## src/rtl/adder_rr_scheduler.sv

```systemverilog
// Round-robin front end that shares one carry-prefix tree among NREQ requesters.
// Issues g/p for one granted request per cycle and rebuilds the sum from the tree's carries.
module adder_rr_scheduler #(
    parameter int N    = 32,
    parameter int NREQ = 4,
    parameter int LAT  = 1,
    parameter int IDW  = $clog2(NREQ)
) (
    input  logic                clk,
    input  logic                rst,
    input  logic                en,
    input  logic [NREQ-1:0]     req_valid,
    input  logic [NREQ*N-1:0]   req_a,
    input  logic [NREQ*N-1:0]   req_b,
    output logic [NREQ-1:0]     req_ready,
    output logic [N-1:0]        tree_g,
    output logic [N-1:0]        tree_p,
    output logic                tree_in_valid,
    input  logic [N-1:0]        tree_c,
    input  logic                tree_out_valid,
    output logic                res_valid,
    output logic [IDW-1:0]      res_id,
    output logic [N-1:0]        res_sum,
    output logic                res_cout,
    output logic                busy,
    output logic                err
);

    logic [IDW-1:0]  ptr_q, ptr_d;
    logic [NREQ-1:0] gnt;
    logic [IDW-1:0]  gnt_id;
    logic            issue;
    logic            found;
    logic [IDW-1:0]  idx;
    int              sum_idx;
    logic [N-1:0]    a_sel, b_sel;

    // Search starts one past the last winner so every requester gets a turn.
    always_comb begin
        gnt     = '0;
        gnt_id  = '0;
        found   = 1'b0;
        idx     = '0;
        sum_idx = 0;
        for (int off = 1; off <= NREQ; off++) begin
            sum_idx = int'(ptr_q) + off;
            if (sum_idx >= NREQ) sum_idx = sum_idx - NREQ;
            idx = IDW'(sum_idx);
            if (en && !found && req_valid[idx]) begin
                found    = 1'b1;
                gnt[idx] = 1'b1;
                gnt_id   = idx;
            end
        end
    end

    assign issue         = |gnt;
    assign req_ready     = gnt;
    assign tree_in_valid = issue;
    assign a_sel         = req_a[int'(gnt_id)*N +: N];
    assign b_sel         = req_b[int'(gnt_id)*N +: N];
    assign tree_g        = issue ? (a_sel & b_sel) : '0;
    assign tree_p        = issue ? (a_sel ^ b_sel) : '0;
    assign ptr_d         = issue ? gnt_id : ptr_q;

    always_ff @(posedge clk or posedge rst) begin
        if (rst) ptr_q <= IDW'(NREQ-1);
        else     ptr_q <= ptr_d;
    end

    logic           tag_v;
    logic [IDW-1:0] tag_id;
    logic [N-1:0]   tag_p;

    generate
        if (LAT == 1) begin : g_pipe
            logic           tag_v_q;
            logic [IDW-1:0] tag_id_q;
            logic [N-1:0]   tag_p_q;
            always_ff @(posedge clk or posedge rst) begin
                if (rst) begin
                    tag_v_q  <= 1'b0;
                    tag_id_q <= '0;
                    tag_p_q  <= '0;
                end else begin
                    tag_v_q  <= issue;
                    tag_id_q <= gnt_id;
                    tag_p_q  <= tree_p;
                end
            end
            assign tag_v  = tag_v_q;
            assign tag_id = tag_id_q;
            assign tag_p  = tag_p_q;
            assign busy   = tag_v_q;
        end else begin : g_wire
            assign tag_v  = issue;
            assign tag_id = gnt_id;
            assign tag_p  = tree_p;
            assign busy   = 1'b0;
        end
    endgenerate

    logic err_q;
    always_ff @(posedge clk or posedge rst) begin
        if (rst)                          err_q <= 1'b0;
        else if (tree_out_valid != tag_v) err_q <= 1'b1;
    end
    assign err = err_q;

    // Carry-in is zero, so bit 0 of the sum is just p[0].
    logic res_v;
    assign res_v     = tag_v & ~rst;
    assign res_valid = res_v;
    assign res_id    = res_v ? tag_id : '0;
    assign res_sum   = res_v ? (tag_p ^ {tree_c[N-2:0], 1'b0}) : '0;
    assign res_cout  = res_v & tree_c[N-1];

endmodule

```

## config.mk

```make
export PLATFORM = sky130hd
export DESIGN_NAME = adder_rr_scheduler
export DESIGN_NICKNAME = d
export VERILOG_FILES = /design/src/rtl/adder_rr_scheduler.sv
export SDC_FILE = /design/constraint.sdc
export NUM_CORES = 1
export LEC_CHECK = 0
export ABC_AREA = 1
export BUFFER_PORTS_ARGS = -buffer_cell sky130_fd_sc_hd__buf_2
export CAP_MARGIN = 5
export CELL_PAD_IN_SITES_DETAIL_PLACEMENT = 1
export CELL_PAD_IN_SITES_GLOBAL_PLACEMENT = 1
export CORE_MARGIN = 10
export CORE_UTILIZATION = 26
export DETAILED_ROUTE_END_ITERATION = 16
export HOLD_SLACK_MARGIN = 0.15
export PLACE_DENSITY = 0.82
export SYNTH_ARGS = -nofsm -noshare
export SYNTH_HDL_FRONTEND = slang
export SYNTH_SLANG_ARGS = --single-unit
```

## constraint.sdc

```tcl
create_clock -name clk -period 4.2 [get_ports clk]
set_clock_uncertainty 0.1 [all_clocks]
set_input_delay 0.21 -clock clk [delete_from_list [all_inputs] [get_ports clk]]
set_output_delay 0.21 -clock clk [all_outputs]
set_load 0.05 [all_outputs]
```

# Word-level counts from Yosys, hierarchy flattened
# Index checks and enable logic that the tools add are counted.
word_totals:
  ff_bits: 38
  out_inout_bits: 107
  word_cells: 87
classes:
  addsub: 8
  magnitude_cmp: 12
  n_eq_ne: 1
  shifts: 2
  muxes: 35
  bitwise: 9
  n_reduce_logical: 15
ops:
  columns: ["operator", "count"]
  rows:
  - ["$shiftx 128x8->32", 2]
  - ["$mux 32", 3]
  - ["$xor 32x32->32", 2]
  - ["$and 32x32->32", 1]
  - ["$mux 2", 9]
  - ["$mux 4", 4]
  - ["$lt 2x3->1 const B", 4]
  - ["$or 4x4->4", 3]
  - ["$logic_and 1x1->1", 11]
  - ["$mux 1", 11]
  - ["$ge 3x3->1 const B", 3]
  - ["$bmux 1 s2", 4]
  - ["$demux 1 s2", 4]
  - ["$ge 2x1->1 const B", 4]
  - ["$sub 2x1->2 const B", 4]
  - ["$add 2x2->3 const B", 2]
  - ["$add 2x3->4 const B", 1]
  - ["$ge 4x3->1 const B", 1]
  - ["$reduce_or 4->1", 1]
  - ["$add 2x1->3 const B", 1]
  - ["$logic_not 1->1", 3]
  - ["$and 1x1->1", 2]
  - ["$ne 1x1->1", 1]
  - ["$not 1->1", 1]

# Depth between registers and ports, before layout
logic_depth:
  word_depth: 22
  mapped_depth: 19
  ltp_nobuf: 16

# Worst setup path after synthesis
# OpenSTA, ideal clock, no wires.
synth_path:
  path_type: "register to register"
  startpoint: "register ptr_q[0]"
  endpoint: "register g_pipe.tag_p_q[23]"
  t_arrival_ns: 3.732
  required_ns: 3.847
  path_slack_ns: 0.114
  stages_incl_launch_ff: 18
  n_path_buf: 3
  synth_period_minus_slack_ns: 4.086
  path_cell_list: "dfstp_2 > buf_6 > inv_4 > ha_1 > inv_1 > nand3_1 > nand2_1 > nand3_2 > nor2_4 > nand2_1 > nand4_1 > buf_4 > buf_2 > nand3_1 > nand2_1 > inv_1 > ha_1 > a21boi_0"
synth_via:
  elab_chain_len: 22
synth_lines:
  columns: ["element", "line_no", "text"]
  rows:
  - ["start: declaration", "29", "logic [IDW-1:0] ptr_q, ptr_d;"]
  - ["start signal: assignment", "67", "if (rst) ptr_q <= IDW'(NREQ-1);"]
  - ["start signal: assignment", "68", "else ptr_q <= ptr_d;"]
  - ["$add 2x1->3", "46", "sum_idx = int'(ptr_q) + off;"]
  - ["$ge 3x3->1 / $sub 2x1->2 (equally long branches)", "47", "if (sum_idx >= NREQ) sum_idx = sum_idx - NREQ;"]
  - ["$mux 2", "47", null]
  - ["$bmux 1 s2", "49", "if (en && !found && req_valid[idx]) begin"]
  - ["$mux 1 (not written as such)", "49", null]
  - ["$logic_and 1x1->1", "49", null]
  - ["$mux 1", "49", null]
  - ["$logic_not 1->1", "49", null]
  - ["[6 not listed]", null, null]
  - ["$mux 1", "49", null]
  - ["$logic_not 1->1", "49", null]
  - ["$logic_and 1x1->1 (2 in a row)", "49", null]
  - ["$mux 2", "49", null]
  - ["$shiftx 128x8->32 (on tied branches)", "60, 61", null]
  - ["$xor 32x32->32", "63", "assign tree_p = issue ? (a_sel ^ b_sel) : '0;"]
  - ["$mux 32 (*)", "63", null]
  - ["net tree_p[23]", "17", "output logic [N-1:0] tree_p,"]
  - ["end signal: assignment", "88", "tag_p_q <= tree_p;"]
  - ["end: declaration", "79", "logic [N-1:0] tag_p_q;"]
# The timed path passes the listed nets; every way through them passes the cells marked *. The select of a mux whose other input is x is not followed.
# A chain may end at the register's enable or synchronous reset.

# Worst setup path in the final report
layout_path:
  startpoint: "register ptr_q[1]"
  endpoint: "output port tree_p[30]"
layout_via:
  elab_chain_len: 22
layout_lines:
  columns: ["element", "line_no"]
  rows:
  - ["$add 2x1->3", "46"]
  - ["$ge 3x3->1 / $sub 2x1->2 (equally long branches)", "47"]
  - ["$mux 2", "47"]
  - ["$bmux 1 s2", "49"]
  - ["$mux 1 (not written as such)", "49"]
  - ["$logic_and 1x1->1", "49"]
  - ["$mux 1", "49"]
  - ["$logic_not 1->1", "49"]
  - ["[4 not listed]", null]
  - ["$logic_and 1x1->1 (2 in a row)", "49"]
  - ["$mux 1", "49"]
  - ["$logic_not 1->1", "49"]
  - ["$logic_and 1x1->1 (2 in a row)", "49"]
  - ["$mux 2", "49"]
  - ["$shiftx 128x8->32 (on tied branches)", "60, 61"]
  - ["$xor 32x32->32", "63"]
  - ["$mux 32 (*)", "63"]
  - ["end: declaration", "17"]
# Every way passes the cells marked *; elsewhere a longest branch is shown, timed or not. The select of a mux whose other input is x is not followed.

==> results_dict.tcl <==
set metrics [dict create \
    antenna_left 0 \
    setup_violations 0 \
    row_count 52 \
    finalNetCount 1587 \
    crit_buf_inv 8 \
    slowest_delay_ns 0.58 \
    fmax_mhz 251 \
    netlist_area_mm2 0.00539 \
    yosys.cell_types.count 26 \
    clk_latency_ns 0.29 \
    die_height_um 164 \
    synth-compound-area-share 0.151 \
    dieArea_mm2 0.0269 \
    routedWlPerCell_um 20.8 \
    synth_ff_type "dfrtp_1" \
    fin_crit_sh 0.948 \
    numCtsBuffers 5 \
    slew_headroom 0.364 \
    final.setup.tns_ns 0 \
    gr-total-overflow 0 \
    die_w_um 164 \
    cp_max_fo 15 \
    syn_to_final_growth_pct 50.0 \
    port_buffers 402 \
    worstSetupStartpointType "flip-flop" \
    vias 7767 \
    cts_tree "built" \
    yosys_warnings 0 \
    yosys-top-cells-count "nand3_1 (269), nand2_1 (221), inv_1 (82)" \
    h-tree-depth 2 \
    path_cells "inv_2 > ha_1 > inv_1 > nand3_1 > nand2_1 > nand3_2 > nor2_4 > nand2_1 > nand4_1 > buf_4 > buf_12 > buf_4 > nand3_1 > nand2_1 > inv_1 > ha_1 > a21boi_0 > buf_4 > buf_4" \
    core_mm2 0.0203 \
    crit_top_cell "buf_4" \
    grt_max_degree 57 \
    drc 0 \
    grt_pass1_vias 7918 \
    synth.most_common_cell "nand3_1" \
    status "finished clean" \
    dp_hpwl_mm 25.7 \
    clockBufferDepth 2 \
    syn_nets 1224 \
    required_ns 3.89 \
    clock-sinks 38 \
    slew_viol_final 0 \
    synth-simple-area-share 0.448 \
    seq_area_frac_synth 0.177 \
    period_minus_slack_ns 3.98 \
    ctsRootBufferMaster "clkbuf_16" \
    grt_antenna_before_repair 4 \
    initial_core_util 0.266 \
    synth_top_area_share 0.250 \
    gp_congestion 0.912 \
    synth-async-reset-ratio 1.00 \
    tightestPinTransition_ns 0.953 \
    cp.arrival_ns 3.67 \
    io-pin-count 403 \
    synth_top_family_by_area "simple AND/OR/NAND/NOR gates" \
    critPathTopFamily "buffers and inverters" \
    cp-end-kind "output port" \
    synthTopCellsByArea "nand3_1 (25%), dfrtp_1 (17%), nand2_1 (15%)" \
    path_clk_slew_ns 0.07 \
    final_layout_size_suffix_gt1_frac 0.379 \
    hold_path.class "in2reg" \
    synth-seq-cells 38 \
    synthAdderAreaFrac 0.0928 \
    synth_area_leader_cell "nand3_1" \
    synthCells 888 \
    slowest_stage "dfstp_2" \
    drt_pass1_iterations 5 \
    synthMuxAreaShare 0 \
    grt_use_total 0.215 \
    vias_per_cell 5.09 \
    synth-edff-count 0 \
    cap_violations 0 \
    rsz0062_at_grt "no" \
    hold_viol_final 0 \
    synth-xor-area-share 0 \
    grt_pass1_wl_mm 45.3 \
    first_iter_violations 588 \
    synth.avg_cell_area_um2 6.07 \
    drt_wl_total_mm 31.7 \
    critPathKind "reg2out" \
]
## per-stage QoR
step | instances | hold WS, ns | cell area (um2) | utilization | setup slack, ns
after global placement | 1507 | 0.317 | 7700 | 0.379 | 0.447
after detailed placement | 1507 | 0.389 | 7700 | 0.379 | 0.266
final | 1527 | 0.432 | 8090 | 0.398 | 0.218
after floorplan | 888 | 0.206 | 5390 | - | 0.114
after global routing | 1525 | 0.511 | 8080 | 0.398 | 0.0277
after CTS | 1517 | 0.431 | 7940 | 0.391 | 0.00473
## layout make-up
class                           count  area (um2)
Antenna cell                        5        12.5
Fill cell                        2809       12200
Inverter                           84         318
Multi-Input combinational cell    693        3810
Tap cell                          270         338
Timing Repair Buffer              429        2460
Clock buffer                        6         139
Clock inverter                      2        60.1
Sequential cell                    38         953
## per-layer routing
metal / GRT usage / wire length [um] / vias up
li1: - / - / 3706
met5: 0 / 0 / -
met1: 0.263 / 13000 / 3737
met2: 0.381 / 16200 / 285
met3: 0.0395 / 1890 / 39
met4: 0.0508 / 588 / 0
## layout by cell type, fill, tap and decap left out, drive strengths merged, types with 15 or more instances in the layout
master / count
o21ai: 32
ha: 40
a21boi: 64
a21oi: 33
dfrtp: 36
nand2: 229
inv: 84
buf: 418
clkbuf: 15
nand3: 276
## cell families after synthesis
group | count (synthesis)
and+or+nand+nor | 523
adders and majority gates | 40
DFF | 38
buffers and inverters | 157
AOI/OAI and AO/OA | 130
## state kept, by name (all words and copies together) (netlist names)
name and cells:
err 1, g_pipe.tag_p_q 32, g_pipe.tag_id_q 2, ptr_q 2
busy 1
## worst paths after layout
check	from	endpoint	slack, ns	depth (start not counted)
hold reg to reg	err	err	0.47	2
setup reg to reg	ptr_q[1]	g_pipe.tag_p_q[2]	0.84	16
setup / recovery	ptr_q[1]	tree_p[30]	0.22	19
hold / removal	req_a[125]	g_pipe.tag_p_q[29]	0.43	7
min in group asynchronous	rst	g_pipe.tag_p_q[22]	0.61	3
max in group asynchronous	rst	g_pipe.tag_p_q[1]	2.80	3
## worst reg2reg max path, stage by stage, from the launching register on
cell,delay [ns]
dfstp_2,0.58
inv_2,0.09
ha_1,0.35
inv_1,0.13
nand3_1,0.09
nand2_1,0.12
nand3_2,0.12
nor2_4,0.17
nand2_1,0.10
nand4_1,0.13
buf_4,0.16
buf_12,0.19
nand3_1,0.26
nand2_1,0.11
inv_1,0.05
ha_1,0.26
a21boi_2,0.24
## timing repair
action,4_1_cts,5_1_grt
buffers inserted,0,4
hold buffers,2,0
pin swaps,0,1
hold endpoints to repair,37,0
setup endpoints to repair,6,51
cloned,0,1
gates resized for setup,7,40
Power is not shown: default switching activity piles up to over one toggle a cycle in this logic, so the estimate is an artifact.
